File: src/rtl/imem_dmem_arbiter_if.sv
// Fetch, load/store and unified-memory signals of the shared-memory arbiter.
// slave is the arbiter's view; master is the CPU/memory side driving it.
interface imem_dmem_arbiter_if #(
    parameter int ADDR_W = 32,
    parameter int DATA_W = 32
);
    logic              if_req;
    logic [ADDR_W-1:0] if_addr;
    logic              if_gnt;
    logic              if_rvalid;
    logic [DATA_W-1:0] if_rdata;

    logic              dm_req;
    logic              dm_we;
    logic [ADDR_W-1:0] dm_addr;
    logic [DATA_W-1:0] dm_wdata;
    logic              dm_gnt;
    logic              dm_rvalid;
    logic [DATA_W-1:0] dm_rdata;

    logic              mem_en;
    logic              mem_we;
    logic [ADDR_W-1:0] mem_addr;
    logic [DATA_W-1:0] mem_wdata;
    logic [DATA_W-1:0] mem_rdata;

    modport slave (
        input  if_req, if_addr, dm_req, dm_we, dm_addr, dm_wdata, mem_rdata,
        output if_gnt, if_rvalid, if_rdata, dm_gnt, dm_rvalid, dm_rdata,
        output mem_en, mem_we, mem_addr, mem_wdata
    );

    modport master (
        output if_req, if_addr, dm_req, dm_we, dm_addr, dm_wdata, mem_rdata,
        input  if_gnt, if_rvalid, if_rdata, dm_gnt, dm_rvalid, dm_rdata,
        input  mem_en, mem_we, mem_addr, mem_wdata
    );
endinterface

File: src/rtl/imem_dmem_arbiter.sv
// Shares one fixed-latency memory between fetch and load/store; data wins ties, starvation counter forces fetch.
// Grant is combinational; response one cycle after mem_rdata sampling (MEM_LAT+1); requests held off while busy.
module imem_dmem_arbiter #(
    parameter int ADDR_W     = 32,
    parameter int DATA_W     = 32,
    parameter int MEM_LAT    = 2,
    parameter int STARVE_MAX = 4
) (
    input  logic                clk,
    input  logic                rst,
    imem_dmem_arbiter_if.slave  bus
);
    localparam int LAT_W    = (MEM_LAT > 1) ? $clog2(MEM_LAT + 1) : 1;
    localparam int STARVE_W = (STARVE_MAX > 1) ? $clog2(STARVE_MAX + 1) : 1;

    typedef enum logic {IDLE, BUSY} state_t;

    state_t              state;
    logic [LAT_W-1:0]    lat_cnt;
    logic [STARVE_W-1:0] starve_cnt;
    logic                owner_dm;
    logic                owner_we;
    logic                grant_if;
    logic                grant_dm;
    logic                if_rvalid_q;
    logic                dm_rvalid_q;
    logic [DATA_W-1:0]   if_rdata_q;
    logic [DATA_W-1:0]   dm_rdata_q;

    // Gating with rst keeps every issue output at 0 while reset is held.
    always_comb begin
        grant_if = 1'b0;
        grant_dm = 1'b0;
        if (rst && state == IDLE) begin
            if (bus.dm_req && !(bus.if_req && starve_cnt == STARVE_W'(STARVE_MAX)))
                grant_dm = 1'b1;
            else if (bus.if_req)
                grant_if = 1'b1;
        end
    end

    assign bus.if_gnt    = grant_if;
    assign bus.dm_gnt    = grant_dm;
    assign bus.mem_en    = grant_if | grant_dm;
    assign bus.mem_we    = grant_dm & bus.dm_we;
    assign bus.mem_addr  = grant_dm ? bus.dm_addr : (grant_if ? bus.if_addr : '0);
    assign bus.mem_wdata = grant_dm ? bus.dm_wdata : '0;

    assign bus.if_rvalid = if_rvalid_q;
    assign bus.dm_rvalid = dm_rvalid_q;
    assign bus.if_rdata  = if_rdata_q;
    assign bus.dm_rdata  = dm_rdata_q;

    always_ff @(posedge clk or negedge rst) begin
        if (!rst) begin
            state       <= IDLE;
            lat_cnt     <= '0;
            starve_cnt  <= '0;
            owner_dm    <= 1'b0;
            owner_we    <= 1'b0;
            if_rvalid_q <= 1'b0;
            dm_rvalid_q <= 1'b0;
            if_rdata_q  <= '0;
            dm_rdata_q  <= '0;
        end else begin
            if_rvalid_q <= 1'b0;
            dm_rvalid_q <= 1'b0;

            // Counts only grants lost by a waiting fetch.
            if (!bus.if_req || grant_if)
                starve_cnt <= '0;
            else if (grant_dm && starve_cnt != STARVE_W'(STARVE_MAX))
                starve_cnt <= starve_cnt + STARVE_W'(1);

            case (state)
                IDLE: begin
                    if (grant_if || grant_dm) begin
                        state    <= BUSY;
                        lat_cnt  <= LAT_W'(MEM_LAT);
                        owner_dm <= grant_dm;
                        owner_we <= grant_dm & bus.dm_we;
                    end
                end
                BUSY: begin
                    if (lat_cnt == LAT_W'(1)) begin
                        state   <= IDLE;
                        lat_cnt <= '0;
                        if (owner_dm) begin
                            dm_rvalid_q <= 1'b1;
                            dm_rdata_q  <= owner_we ? '0 : bus.mem_rdata;
                        end else begin
                            if_rvalid_q <= 1'b1;
                            if_rdata_q  <= bus.mem_rdata;
                        end
                    end else begin
                        lat_cnt <= lat_cnt - LAT_W'(1);
                    end
                end
                default: state <= IDLE;
            endcase
        end
    end
endmodule

File: src/flat_wrapper.sv
// flat-port wrapper written by rule: the top's interface ports become plain ports
module imem_dmem_arbiter_flat 
#(
    parameter int ADDR_W     = 32,
    parameter int DATA_W     = 32,
    parameter int MEM_LAT    = 2,
    parameter int STARVE_MAX = 4
)
  (clk, rst, bus_if_req, bus_if_addr, bus_dm_req, bus_dm_we, bus_dm_addr, bus_dm_wdata, bus_mem_rdata, bus_if_gnt, bus_if_rvalid, bus_if_rdata, bus_dm_gnt, bus_dm_rvalid, bus_dm_rdata, bus_mem_en, bus_mem_we, bus_mem_addr, bus_mem_wdata);
  imem_dmem_arbiter_if #(.ADDR_W(ADDR_W), .DATA_W(DATA_W)) bus_i ();
  input  logic clk;
  input  logic rst;
  input wire logic [$bits(bus_i.if_req)-1:0] bus_if_req;
  input wire logic [$bits(bus_i.if_addr)-1:0] bus_if_addr;
  input wire logic [$bits(bus_i.dm_req)-1:0] bus_dm_req;
  input wire logic [$bits(bus_i.dm_we)-1:0] bus_dm_we;
  input wire logic [$bits(bus_i.dm_addr)-1:0] bus_dm_addr;
  input wire logic [$bits(bus_i.dm_wdata)-1:0] bus_dm_wdata;
  input wire logic [$bits(bus_i.mem_rdata)-1:0] bus_mem_rdata;
  output wire logic [$bits(bus_i.if_gnt)-1:0] bus_if_gnt;
  output wire logic [$bits(bus_i.if_rvalid)-1:0] bus_if_rvalid;
  output wire logic [$bits(bus_i.if_rdata)-1:0] bus_if_rdata;
  output wire logic [$bits(bus_i.dm_gnt)-1:0] bus_dm_gnt;
  output wire logic [$bits(bus_i.dm_rvalid)-1:0] bus_dm_rvalid;
  output wire logic [$bits(bus_i.dm_rdata)-1:0] bus_dm_rdata;
  output wire logic [$bits(bus_i.mem_en)-1:0] bus_mem_en;
  output wire logic [$bits(bus_i.mem_we)-1:0] bus_mem_we;
  output wire logic [$bits(bus_i.mem_addr)-1:0] bus_mem_addr;
  output wire logic [$bits(bus_i.mem_wdata)-1:0] bus_mem_wdata;
  assign bus_i.if_req = bus_if_req;
  assign bus_i.if_addr = bus_if_addr;
  assign bus_i.dm_req = bus_dm_req;
  assign bus_i.dm_we = bus_dm_we;
  assign bus_i.dm_addr = bus_dm_addr;
  assign bus_i.dm_wdata = bus_dm_wdata;
  assign bus_i.mem_rdata = bus_mem_rdata;
  assign bus_if_gnt = bus_i.if_gnt;
  assign bus_if_rvalid = bus_i.if_rvalid;
  assign bus_if_rdata = bus_i.if_rdata;
  assign bus_dm_gnt = bus_i.dm_gnt;
  assign bus_dm_rvalid = bus_i.dm_rvalid;
  assign bus_dm_rdata = bus_i.dm_rdata;
  assign bus_mem_en = bus_i.mem_en;
  assign bus_mem_we = bus_i.mem_we;
  assign bus_mem_addr = bus_i.mem_addr;
  assign bus_mem_wdata = bus_i.mem_wdata;
  imem_dmem_arbiter #(.ADDR_W(ADDR_W), .DATA_W(DATA_W), .MEM_LAT(MEM_LAT), .STARVE_MAX(STARVE_MAX)) u_core (.clk(clk), .rst(rst), .bus(bus_i));
endmodule
File: config.mk
export PLATFORM = sky130hd
export DESIGN_NAME = imem_dmem_arbiter_flat
export DESIGN_NICKNAME = d
export VERILOG_FILES = /design/src/rtl/imem_dmem_arbiter_if.sv /design/src/rtl/imem_dmem_arbiter.sv /design/src/flat_wrapper.sv
export SDC_FILE = /design/constraint.sdc
export NUM_CORES = 1
export LEC_CHECK = 0
export BUFFER_PORTS_ARGS = -buffer_cell sky130_fd_sc_hd__buf_2
export CORE_MARGIN = 8
export CORE_UTILIZATION = 41
export CTS_CLUSTER_DIAMETER = 60
export DETAILED_ROUTE_END_ITERATION = 6
export PLACE_DENSITY = 0.78
export SLEW_MARGIN = 20
export SYNTH_ARGS = -nofsm -noshare
export SYNTH_HDL_FRONTEND = slang
export SYNTH_SLANG_ARGS = --single-unit
File: constraint.sdc
create_clock -name clk -period 1.8 [get_ports clk]
set_clock_uncertainty 0.15 [all_clocks]
set_input_delay 0.09 -clock clk [delete_from_list [all_inputs] [get_ports clk]]
set_output_delay 0.09 -clock clk [all_outputs]
set_load 0.02 [all_outputs]
* Yosys cells after proc, flatten, opt, wreduce, memory -nomap -nowiden
Cells that the tools add are included.
Word-level totals: register bits after elaboration 74, output and inout bits 134, word-level logic and storage cells 54
Operators by class: $add $sub $neg 2, equal/unequal tests 4, multiplexer cells 23, bitwise operators 4, reduce and logical (&&, ||, !) cells 12
Operators with widths (count):
- two-way mux 32 bit | 4
- two-way mux 1 bit | 13
- two-way mux 3 bit | 2
- AND reduction 3 bit | 2
- logical AND 1 bit | 4
- two-way mux 2 bit | 2
- one-hot mux 2 bit (2 select lines) | 1
- adder 3 x 1 -> 3 bit, second input constant | 1
- equality test 3 bit, second input constant | 1
- != test 3 bit, second input constant | 1
- equality test 2 x 1 -> 1 bit, second input constant | 1
- logical NOT 1 bit | 2
- logical OR 1 bit | 2
- != test 2 bit, second input constant | 1
- inverter 1 bit | 2
- one-hot mux 1 bit (2 select lines) | 1
- AND reduction 2 bit | 1
- nonzero test 2 bit | 1
- subtractor 2 x 1 -> 2 bit, second input constant | 1
- bitwise AND 1 bit | 1
- bitwise OR 1 bit | 1

* Depth between registers and ports, before layout
Gate-level depths: netlist of run 1.
depth after elaboration 9, depth in mapped cells 8

* Worst setup path before layout of run 1
OpenSTA, ideal clock, no wires.
path type register to output, start point register u_core.starve_cnt[0], end point output port bus_mem_addr[23], data arrival time 1.535 ns, data required time 1.560 ns, slack 0.025 ns, stages on the path, launching flop included 8, buffers on the path 2, cell sequence dfrtp_1 > inv_1 > ha_1 > a21bo_1 > and3_1 > buf_6 > buf_6 > a22o_1
On the way: longest elaborated chain between the ends 8, elaborated cells between the ends (all ways) 10, those cells by class eq/ne (1); mux (6); reduce/logical (3)
Ends and longest elaborated chain:
- start, declared | line imem_dmem_arbiter.sv:20 | logic [STARVE_W-1:0] starve_cnt;
- start signal, assigned | line imem_dmem_arbiter.sv:73 | starve_cnt <= starve_cnt + STARVE_W'(1);
- equality test 3 bit | line imem_dmem_arbiter.sv:35 | if (bus.dm_req && !(bus.if_req && starve_cnt == STARVE_W'(STARVE_MAX)))
- logical AND 1 bit | line imem_dmem_arbiter.sv:35
- logical NOT 1 bit | line imem_dmem_arbiter.sv:35
- logical AND 1 bit | line imem_dmem_arbiter.sv:35
- two-way mux 1 bit | line imem_dmem_arbiter.sv:35
- two-way mux 1 bit | line imem_dmem_arbiter.sv:34 | if (rst && state == IDLE) begin
- named net bus_if_gnt | line flat_wrapper.sv:20 | output wire logic [$bits(bus_i.if_gnt)-1:0] bus_if_gnt;
- two-way mux 32 bit (2 in a row) | line imem_dmem_arbiter.sv:46 | assign bus.mem_addr = grant_dm ? bus.dm_addr : (grant_if ? bus.if_addr : '0);
- end, declared | line flat_wrapper.sv:28 | output wire logic [$bits(bus_i.mem_addr)-1:0] bus_mem_addr;
The timed path passes the listed nets, and every way through them passes these cells.

* Worst setup path after layout of run 1
start point register u_core.starve_cnt[0], end point output port bus_mem_addr[1]
On the way: longest elaborated chain between the ends 8, elaborated cells between the ends (all ways) 10, those cells by class eq/ne (1); mux (6); reduce/logical (3)
Ends and longest elaborated chain (line):
- equality test 3 bit (*) | imem_dmem_arbiter.sv:35
- logical AND 1 bit (*) | imem_dmem_arbiter.sv:35
- logical NOT 1 bit (*) | imem_dmem_arbiter.sv:35
- logical AND 1 bit (*) | imem_dmem_arbiter.sv:35
- two-way mux 1 bit | imem_dmem_arbiter.sv:35
- two-way mux 1 bit | imem_dmem_arbiter.sv:34
- two-way mux 32 bit | imem_dmem_arbiter.sv:46
- two-way mux 32 bit (*) | imem_dmem_arbiter.sv:46
Mark *: on every way between the ends. The rest lies on a longest branch, timed or not.

==> summary.txt, run 1 <==
Power
  • Peak supply drop: 1.04 mV
  • Switching Power: 3.52 mW
  • Sequential power share: 33.5%
  • Clock power share: 16.0%
  • Internal power: 5.22 mW
  • Logic pwr share: 50.5%
  • Switching part of the total power: 40.2%
  • P_leak: 3.35 nW
  • Cell Pwr Density: 1360 nW/um^2
  • Pwr Total: 8.74 mW

Timing
  • Fin crit period: 2.14 ns
  • # setup viols final: 67
  • Slew @ Worst Pin: 0.939 ns
  • Final hold slack: 0.0501 ns
  • Setup ws final: -0.344 ns
  • Hold Vio Cnt, Final: 0
  • Final slew viol count: 0
  • RSZ-0062 raised after global routing: yes
  • Final Cycle Share: 119%
  • Headroom to the max-slew limit: 37.4%
  • Fmax: 0.466 GHz

Drt
  • Routed Antenna Nets: 0
  • Vias per cell: 4.96
  • Detailed Routing Iterations Pass 1: 4
  • Initial DRC Count: 230
  • Final WL: 15.3 mm
  • # DRC: 0
  • Wirelength per Cell: 20.2 um
  • DR vias: 3772

Global route
  • Total track usage: 22.2%
  • Grt met3 use: 9.14%
  • Initial antenna violation count: 0
  • Vias in the first global route: 3877
  • Total congestion overflow: 0
  • Largest net degree at the start of global routing: 75
  • Top Usage Layer GRT: met2
  • First-pass GRT wire length: 20.7 mm
  • Grt met1 use: 25.4%
  • M2 GR Usage: 37.4%

Synth
  • Register area share after synthesis: 51.8%
  • Syn Area/Cell: 10.8 sq um
  • Area leader, netlist: dfrtp_1
  • Top cells by area, synth: dfrtp_1, mux2_2, a22o_1
  • Post-Syn Instances: 331
  • Yosys top cell area share: 51.8%
  • Ys Warns: 0
  • Syn Nets: 467
  • FF+latch count, synth: 74
  • Count of different cell masters after synthesis: 26
  • Synth Cell Area: 3580 sq um

CTS
  • Clk slew on worst S/H paths: 0.07 ns
  • # clock sinks: 74
  • H-tree lvl count: 3
  • Root buffer cell: clkbuf_8
  • CTS Buf Count: 9
  • CTS max path bufs: 2
  • Clk_lat worst skew: 0.33 ns
  • CTS tree: done

Worst setup path
  • CP endpoint kind: output pin
  • Critical Path RT: 1.56 ns
  • Crit-path max FO: 8
  • Critical path data arrival time: 1.90 ns
  • CP Launch Type: flop
  • CP Class: flop to output pin

Run
  • Max cap viols: 0

Finish
  • Core Util, Final: 74.8%
  • P&R area growth vs syn: 79.8%
  • Final instance area: 6430 sq um
  • Nets: 783
  • Fillers: 588
  • Share of cells above drive strength 1: 57.9%
  • Commonest non-fill, non-tap cell in the layout: buf_2
  • Commonest non-fill, non-tap cells in the layout: buf_2, dfrtp_1, buf_6
  • Multi-input logic area: 1660 sq um
  • Register area: 1850 sq um

Place
  • Final GP Congestion: 0.852
  • DP Area: 5050 sq um
  • Hpwl dp: 10.4 mm
  • Count of input and output buffers: 266

Floorplan
  • Die Span Y: 109 um
  • Num rows: 34
  • Io pins: 267
  • Die width: 109 um
  • Die Area: 12000 sq um
  • Core box area: 8590 sq um
  • Starting density of the core: 41.6%

Run status
  • Failing checks: setup timing
  • Status: finished with violations

Min path
  • Worst Hold Class: primary input to flop
==> routing by layer <==
metal	share of wire [%]	routed length [um]	up-vias
li1	-	-	1764
met1	36	5490	1822
met2	52	8020	167
met3	11	1620	19
met4	1.4	209	0
met5	0	0	-
==> state kept, by name (all words and copies together) (netlist names), 2 cells and up <==
register	flops
u_core.bus.dm_rdata	32
u_core.lat_cnt	2
u_core.bus.if_rdata	32
u_core.starve_cnt	3
==> worst max-delay path, stage by stage, from the launching register on <==
cell	delay [ns]
dfrtp_1	0.38
inv_2	0.06
ha_4	0.16
a21bo_1	0.18
and3_4	0.23
clkbuf_16	0.18
a22o_1	0.24
buf_6	0.13
==> worst paths after layout <==
check	cells after the start	slack, ns	endpoint	start
setup reg to reg	6	0.01	u_core.starve_cnt[2]	u_core.starve_cnt[0]
min in group asynchronous	3	0.41	u_core.bus.if_rdata[20]	rst
setup / recovery	7	-0.34	bus_mem_addr[1]	u_core.starve_cnt[0]
hold reg to reg	2	0.33	u_core.bus.dm_rdata[8]	u_core.bus.dm_rdata[8]
hold / removal	4	0.05	u_core.lat_cnt[0]	bus_if_req
max in group asynchronous	3	0.50	u_core.bus.dm_rdata[25]	rst
==> power by group through the flow <==
stage          clock network [mW]  registers, mW  logic, mW
6_report                     1.40           2.93       4.41
5_1_grt                      1.49           3.03       4.72
4_1_cts                      1.44           2.92       4.19
3_5_place_dp                    0           2.95       3.89
3_3_place_gp                    0           2.89       3.81
2_1_floorplan                   0           3.73       1.56
==> area by class of cell <==
class,instances,area share [%]
Timing Repair Buffer,330,39.3
Sequential cell,74,28.8
Multi-Input combinational cell,223,25.9
Clock buffer,10,2.14
Tap cell,108,2.10
Clock inverter,5,1.23
Inverter,9,0.525
Antenna cell,1,0.0389
==> kinds of logic after synthesis <==
| group | Yosys count | share of synthesized area (%) |
|---|---|---|
| AND/OR/NAND/NOR | 112 | 17.1 |
| flip-flops | 74 | 51.8 |
| buffers and inverters | 34 | 5.25 |
| adder cells (fa/ha/maj) | 3 | 1.05 |
| multiplexers | 33 | 10.4 |
| AO/OA/AOI/OAI | 75 | 14.5 |
==> what timing repair did <==
action,4_1_cts,5_1_grt
resized for setup,68,104
endpoints found under the setup margin,67,70
gates cloned,5,2
hold buffers,37,0
endpoints found under the hold margin,142,0
pin swaps,11,15
buffers inserted,4,5
==> synth_stat cells <==
| cell | instances |
|---|---|
| ha_1 | 3 |
| mux2_2 | 32 |
| nor2_1 | 2 |
| nor2b_1 | 1 |
| o21ai_1 | 3 |
| buf_2 | 6 |
| o21ai_0 | 33 |
| a21boi_0 | 1 |
| o21bai_1 | 1 |
| clkbuf_1 | 12 |
| mux2i_1 | 1 |
| dfrtp_1 | 74 |
| nand4b_1 | 1 |
| inv_1 | 9 |
| a2bb2oi_1 | 1 |
| nand2_1 | 34 |
| nand3_1 | 3 |
| nand2b_1 | 33 |
| nor3b_1 | 1 |
| and2_1 | 33 |
| and3_1 | 2 |
| a21bo_1 | 1 |
| buf_6 | 7 |
| a22o_1 | 33 |
| a21boi_1 | 2 |
| or3_1 | 2 |
==> through the flow <==
| stage | setup TNS [ns] | instances | setup slack [ns] |
|---|---|---|---|
| after floorplan | 0 | 331 | 0.0250 |
| after global placement | -0.0519 | 691 | -0.0203 |
| after detailed placement | -0.413 | 691 | -0.0498 |
| after CTS | -18.73 | 752 | -0.326 |
| after global routing | -22.43 | 759 | -0.387 |
| final | -18.05 | 760 | -0.344 |
Note: power is estimated with default switching activity, not from simulation.
==> inputs of run 2 (changes only) <==
--- a/config.mk
+++ b/config.mk
@@ -11,6 +11,8 @@
 export CTS_CLUSTER_DIAMETER = 60
 export DETAILED_ROUTE_END_ITERATION = 6
 export PLACE_DENSITY = 0.78
+export RECOVER_POWER = 25
+export SETUP_SLACK_MARGIN = 0.15
 export SLEW_MARGIN = 20
 export SYNTH_ARGS = -nofsm -noshare
 export SYNTH_HDL_FRONTEND = slang
==> run 2 against run 1 <==
The run still ends with setup timing left. Highest routed layer unchanged. Sequential share of layout area fell by 1.5 points. Wire length is 14% higher. Maximum frequency down 1.5%. Clock power down 11%. Via count rose by 6.7%. Power is 2.3% higher. Critical endpoint is now bus_mem_wdata[9]. Combinational power increased by 7.7%. Sequential power about the same. First-iteration DRC count shrank 30%. Flip-flop and latch count did not move.
==> summary.txt, run 2 (synthesis gave the netlist of run 1 again) <==
Run status
  • Status: finished with violations (unchanged)
  • Failing checks: setup timing (unchanged)

Floorplan
  • Die Span Y: 109 um (unchanged)
  • Core box area: 8590 sq um (unchanged)
  • Starting density of the core: 41.6% (unchanged)
  • Die Area: 12000 sq um (unchanged)
  • Num rows: 34 (unchanged)
  • Die width: 109 um (unchanged)
  • Io pins: 267 (unchanged)

Drt
  • Vias per cell: 5.22 (was 4.96)
  • Initial DRC Count: 162 (was 230)
  • Final WL: 17.5 mm (was 15.3 mm)
  • DR vias: 4023 (was 3772)
  • Detailed Routing Iterations Pass 1: 4 (unchanged)
  • Wirelength per Cell: 22.7 um (was 20.2 um)
  • Routed Antenna Nets: 0 (unchanged)
  • # DRC: 0 (unchanged)

Global route
  • Top Usage Layer GRT: met2 (unchanged)
  • Vias in the first global route: 4252 (was 3877)
  • Grt met3 use: 7.80% (was 9.14%)
  • Initial antenna violation count: 4 (was 0)
  • Largest net degree at the start of global routing: 75 (unchanged)
  • First-pass GRT wire length: 23.3 mm (was 20.7 mm)
  • Total congestion overflow: 0 (unchanged)
  • M2 GR Usage: 44.8% (was 37.4%)
  • Grt met1 use: 27.9% (was 25.4%)
  • Total track usage: 25.3% (was 22.2%)

Worst setup path
  • CP Class: flop to output pin (unchanged)
  • Critical path data arrival time: 1.94 ns (was 1.90 ns)
  • R2R setup slack: -0.11 ns (was 0.01 ns)
  • Crit path max-delay family: simple AND/OR/NAND/NOR gates (was compound AO/OA/AOI/OAI gates)
  • Crit-path max FO: 8 (unchanged)
  • Slowest stage cell, crit path: dfrtp_1 (unchanged)
  • Critical Path, Cell by Cell: inv_2 -> ha_4 -> nand3_1 -> and3_4 -> buf_12 -> buf_16 -> and2_4 -> buf_6 (was inv_2 -> ha_4 -> a21bo_1 -> and3_4 -> clkbuf_16 -> a22o_1 -> buf_6)
  • RR Startpoint: u_core.starve_cnt[1] (was u_core.starve_cnt[0])
  • Reg2reg end: u_core.starve_cnt[0] (was u_core.starve_cnt[2])
  • Worst Reg-to-Reg Cells: 8 (was 6)
  • Delay of the slowest cell on the worst path: 0.40 ns (was 0.38 ns)
  • Critical Path RT: 1.56 ns (about the same)
  • CP endpoint kind: output pin (unchanged)
  • CP Launch Type: flop (unchanged)
  • WP buf/inv: 4 (was 3)

Power
  • Pwr Total: 8.93 mW (was 8.74 mW)
  • Logic pwr share: 53.1% (was 50.5%)
  • Sequential power share: 33.0% (was 33.5%)
  • Clock power share: 13.8% (was 16.0%)
  • Internal power: 5.21 mW (was 5.22 mW)
  • Switching Power: 3.72 mW (was 3.52 mW)
  • P_leak: 3.54 nW (was 3.35 nW)
  • Cell Pwr Density: 1320 nW/um^2 (was 1360 nW/um^2)
  • Peak supply drop: 1.01 mV (was 1.04 mV)
  • Switching part of the total power: 41.7% (was 40.2%)

Timing
  • Total Neg Setup Slack: -23.13 ns (was -18.05 ns)
  • Setup ws final: -0.376 ns (was -0.344 ns)
  • Fin crit period: 2.18 ns (was 2.14 ns)
  • Hold Vio Cnt, Final: 0 (unchanged)
  • Headroom to the max-slew limit: 37.9% (was 37.4%)
  • RSZ-0062 raised after global routing: yes (unchanged)
  • Slew @ Worst Pin: 0.931 ns (was 0.939 ns)
  • Fmax: 0.460 GHz (was 0.466 GHz)
  • Final slew viol count: 0 (unchanged)
  • Final Cycle Share: 121% (was 119%)
  • # setup viols final: 71 (was 67)
  • Final hold slack: 0.0164 ns (was 0.0501 ns)

Finish
  • Core Util, Final: 79.0% (was 74.8%)
  • Final instance area: 6790 sq um (was 6430 sq um)
  • Commonest non-fill, non-tap cell in the layout: buf_2 (unchanged)
  • Nets: 787 (was 783)
  • Layout Cells excl Fill: 770 (was 760)
  • Share of cells above drive strength 1: 63.1% (was 57.9%)
  • P&R area growth vs syn: 89.7% (was 79.8%)
  • Commonest non-fill, non-tap cells in the layout: buf_2, dfrtp_1, buf_6 (unchanged)

Min path
  • Hold Path Origin: bus_if_req (unchanged)
  • Sink of the worst hold path: u_core.state (was u_core.lat_cnt[0])
  • Worst Hold Class: primary input to flop (unchanged)
  • Hold path depth: 3 (was 4)

Place
  • Placed Cells: 693 (was 691)
  • Count of input and output buffers: 266 (unchanged)
  • Hpwl dp: 10.3 mm (was 10.4 mm)
  • Final GP Congestion: 0.803 (was 0.852)
  • DP Area: 5310 sq um (was 5050 sq um)
  • Place WS: -0.00385 ns (was -0.0498 ns)

CTS
  • Clk slew on worst S/H paths: 0.07 ns (about the same)
  • CTS max path bufs: 2 (unchanged)
  • Root buffer cell: clkbuf_8 (unchanged)
  • Clk_lat worst skew: 0.34 ns (was 0.33 ns)
  • H-tree lvl count: 3 (unchanged)
  • CTS tree: done (unchanged)
  • CTS Buf Count: 9 (unchanged)
  • # clock sinks: 74 (unchanged)

Run
  • Max cap viols: 0 (unchanged)
-- run 2: changes by cell type in the layout (fill, tap and decap cells not counted), sizes merged --
| cell | previous run | this run |
|---|---|---|
| clkinvlp | 0 | 2 |
| buf | 291 | 294 |
| clkbuf | 12 | 14 |
| clkinv | 3 | 2 |
| diode | 1 | 6 |
| bufinv | 2 | 1 |
-- run 2: metal layers --
layer	vias up	wire, um	part of all wire (%)
met4	0	616	3.5
met3	46	1440	8.2
li1	1782	-	-
met2	199	9260	53
met1	1996	6180	35
met5	-	0	0
-- run 2: tightest hold or removal path, stage by stage --
cell	delay [ns]
buf_2	0.14
o21ai_1	0.13
o21ai_0	0.11
-- run 2: power by group through the flow --
stage,combinational (mW),sequential (mW),clock [mW]
3_3_place_gp,3.94,2.89,0
5_1_grt,5.02,3.05,1.34
2_1_floorplan,1.67,3.73,0
4_1_cts,4.48,2.92,1.27
6_report,4.75,2.95,1.24
3_5_place_dp,4.03,2.95,0
-- run 2: layout make-up --
cell class	count	area [sq um]
diodes	6	15.0
clock buffers	11	131
clock inverters	5	55.1
fillers	494	1810
inverters	9	33.8
multi-input cells	223	1910
flip-flops and latches	74	1850
well taps	108	135
repair buffers	334	2650
-- run 2: timing repair --
| item | in CTS | in global routing |
|---|---|---|
| hold buffers | 36 | 1 |
| setup buffers | 8 | 2 |
| resized for setup | 125 | 74 |
| hold endpoints to repair | 142 | 1 |
| gates cloned | 5 | 3 |
| endpoints found under the setup margin | 70 | 72 |
| pin swaps | 5 | 21 |
-- run 2: worst max-delay path by stage --
stage	start	endpoint	cells past startpoint
after floorplan	u_core.starve_cnt[0]	bus_mem_addr[10]	8
after global placement	u_core.starve_cnt[1]	bus_mem_addr[23]	7
after detailed placement	u_core.starve_cnt[1]	bus_mem_addr[23]	7
after CTS	u_core.starve_cnt[1]	bus_mem_addr[23]	7
after global routing	u_core.starve_cnt[1]	bus_mem_wdata[17]	8
final	u_core.starve_cnt[1]	bus_mem_wdata[9]	8
==> inputs of run 3 (changes only) <==
--- a/config.mk
+++ b/config.mk
@@ -10,10 +10,9 @@
 export CORE_UTILIZATION = 41
 export CTS_CLUSTER_DIAMETER = 60
 export DETAILED_ROUTE_END_ITERATION = 6
-export PLACE_DENSITY = 0.78
+export PLACE_DENSITY = 0.87
 export RECOVER_POWER = 25
 export SETUP_SLACK_MARGIN = 0.15
-export SLEW_MARGIN = 20
 export SYNTH_ARGS = -nofsm -noshare
 export SYNTH_HDL_FRONTEND = slang
 export SYNTH_SLANG_ARGS = --single-unit
==> run 3 against run 2 <==
The flow still finishes with violations (setup timing). Power rose by 1.7%. Clock power up 22%. Maximum frequency hardly changed. Utilization fell by 1.7 points. Critical path type unchanged. Highest routed layer is now met5.
==> summary.txt, run 3 (synthesis gave the netlist of run 1 again) <==
Power
  • Cell Pwr Density: 1370 nW/um^2 (was 1320 nW/um^2)
  • Peak supply drop: 0.842 mV (was 1.01 mV)
  • Pwr Total: 9.09 mW (was 8.93 mW)
  • P_leak: 3.48 nW (was 3.54 nW)

Place
  • Hpwl dp: 10.6 mm (was 10.3 mm)
  • Count of input and output buffers: 266 (unchanged)
  • Place WS: 0.0144 ns (was -0.00385 ns)
  • DP Area: 5290 sq um (was 5310 sq um)
  • Final GP Congestion: 0.866 (was 0.803)
  • Placed Cells: 693 (unchanged)

Drt
  • DR vias: 3993 (was 4023)
  • # DRC: 0 (unchanged)
  • Wirelength per Cell: 22.8 um (was 22.7 um)
  • Routed Antenna Nets: 0 (unchanged)
  • Initial DRC Count: 238 (was 162)
  • Detailed Routing Iterations Pass 1: 4 (unchanged)
  • Final WL: 17.4 mm (was 17.5 mm)
  • Vias per cell: 5.22 (about the same)

Floorplan
  • Io pins: 267 (unchanged)
  • Starting density of the core: 41.6% (unchanged)
  • Die Area: 12000 sq um (unchanged)
  • Die Span Y: 109 um (unchanged)
  • Core box area: 8590 sq um (unchanged)
  • Num rows: 34 (unchanged)
  • Die width: 109 um (unchanged)

Timing
  • RSZ-0062 raised after global routing: yes (unchanged)
  • Total Neg Setup Slack: -20.92 ns (was -23.13 ns)
  • Headroom to the max-slew limit: 38.6% (was 37.9%)
  • Fmax: 0.459 GHz (was 0.460 GHz)
  • Final slew viol count: 0 (unchanged)
  • Slew @ Worst Pin: 0.921 ns (was 0.931 ns)
  • Fin crit period: 2.18 ns (about the same)
  • Final hold slack: 0.0395 ns (was 0.0164 ns)
  • Final Cycle Share: 121% (about the same)
  • Setup ws final: -0.377 ns (was -0.376 ns)
  • Hold Vio Cnt, Final: 0 (unchanged)
  • # setup viols final: 67 (was 71)

Worst setup path
  • Slowest stage cell, crit path: dfrtp_1 (unchanged)
  • Critical path data arrival time: 1.94 ns (about the same)
  • CP Launch Type: flop (unchanged)
  • Crit path max-delay family: compound AO/OA/AOI/OAI gates (was simple AND/OR/NAND/NOR gates)
  • Critical Path RT: 1.56 ns (about the same)
  • Crit-path max FO: 13 (was 8)
  • WP buf/inv: 3 (was 4)
  • Delay of the slowest cell on the worst path: 0.41 ns (was 0.40 ns)
  • CP endpoint kind: output pin (unchanged)
  • Critical Path, Cell by Cell: inv_2 -> ha_4 -> a21bo_1 -> and3_4 -> buf_12 -> a22o_4 -> buf_6 (was inv_2 -> ha_4 -> nand3_1 -> and3_4 -> buf_12 -> buf_16 -> and2_4 -> buf_6)
  • CP Class: flop to output pin (unchanged)

Finish
  • Commonest non-fill, non-tap cells in the layout: buf_2, dfrtp_1, buf_6 (unchanged)
  • Commonest non-fill, non-tap cell in the layout: buf_2 (unchanged)
  • P&R area growth vs syn: 85.6% (was 89.7%)
  • Final instance area: 6640 sq um (was 6790 sq um)
  • Nets: 784 (was 787)
  • Share of cells above drive strength 1: 60.9% (was 63.1%)
  • Layout Cells excl Fill: 765 (was 770)
  • Core Util, Final: 77.2% (was 79.0%)

CTS
  • CTS tree: done (unchanged)
  • CTS max path bufs: 2 (unchanged)
  • CTS Buf Count: 9 (unchanged)
  • Root buffer cell: clkbuf_8 (unchanged)
  • H-tree lvl count: 3 (unchanged)
  • # clock sinks: 74 (unchanged)
  • Clk_lat worst skew: 0.33 ns (was 0.34 ns)
  • Clk slew on worst S/H paths: 0.08 ns (was 0.07 ns)

Min path
  • Worst Hold Class: primary input to flop (unchanged)

Run status
  • Failing checks: setup timing (unchanged)
  • Status: finished with violations (unchanged)

Global route
  • Total track usage: 24.7% (was 25.3%)
  • Total congestion overflow: 0 (unchanged)
  • Vias in the first global route: 4247 (was 4252)
  • Largest net degree at the start of global routing: 75 (unchanged)
  • Initial antenna violation count: 5 (was 4)
  • First-pass GRT wire length: 22.7 mm (was 23.3 mm)

Run
  • Max cap viols: 0 (unchanged)
-- run 3: cell types whose count changed in the layout (fill, tap and decap cells not counted), sizes merged --
cell / before / now
and3: 2 / 3
clkinvlp: 2 / 0
buf: 294 / 288
diode: 6 / 5
bufinv: 1 / 3
clkbuf: 14 / 15
-- run 3: report_power, final --
part / switching, mW / total [mW] / internal (mW)
Combinational: 2.61 / 4.63 / 2.02
Clock: 0.592 / 1.51 / 0.914
Sequential: 0.511 / 2.95 / 2.44
-- run 3: worst register-to-register path, cell delays in order (launching register included) --
cell and delay, ns:
dfrtp_1 0.41, inv_2 0.07, ha_4 0.17, a21bo_1 0.20
buf_4 0.15, or3_1 0.34, a21boi_1 0.20
-- run 3: worst paths after layout --
kind,startpoint,to,slack (ns),cells after the start
min in group asynchronous,rst,u_core.bus.if_rdata[12],0.43,3
hold / removal,bus_dm_req,u_core.state,0.04,3
hold reg to reg,u_core.bus.dm_rdata[31],u_core.bus.dm_rdata[31],0.33,2
setup / recovery,u_core.starve_cnt[1],bus_mem_addr[5],-0.38,7
max in group asynchronous,rst,u_core.owner_dm,0.48,3
setup reg to reg,u_core.starve_cnt[1],u_core.starve_cnt[1],0.03,6
-- run 3: layout make-up --
type / count / area [sq um]
sequential: 74 / 1850
inverter: 9 / 33.8
fill: 492 / 1960
multi-input combinational: 224 / 1900
clock buffer: 10 / 128
tap: 108 / 135
antenna: 5 / 12.5
clock inverter: 5 / 104
timing repair buffer: 330 / 2470
-- run 3: per-layer routing --
| metal | global-route usage [%] | wire (um) | share of wire, % |
|---|---|---|---|
| met1 | 26.4 | 5960 | 34 |
| met2 | 43.6 | 9230 | 53 |
| met3 | 9.14 | 1680 | 9.6 |
| met4 | 8.68 | 563 | 3.2 |
| met5 | 0 | 10 | 0.057 |
-- run 3: repair_timing --
item	CTS	global route
hold buffers	37	0
gates cloned	1	6
buffers inserted	1	7
resized for setup	120	48
pin swaps	2	2
endpoints found under the hold margin	142	0
setup endpoints to repair	85	75
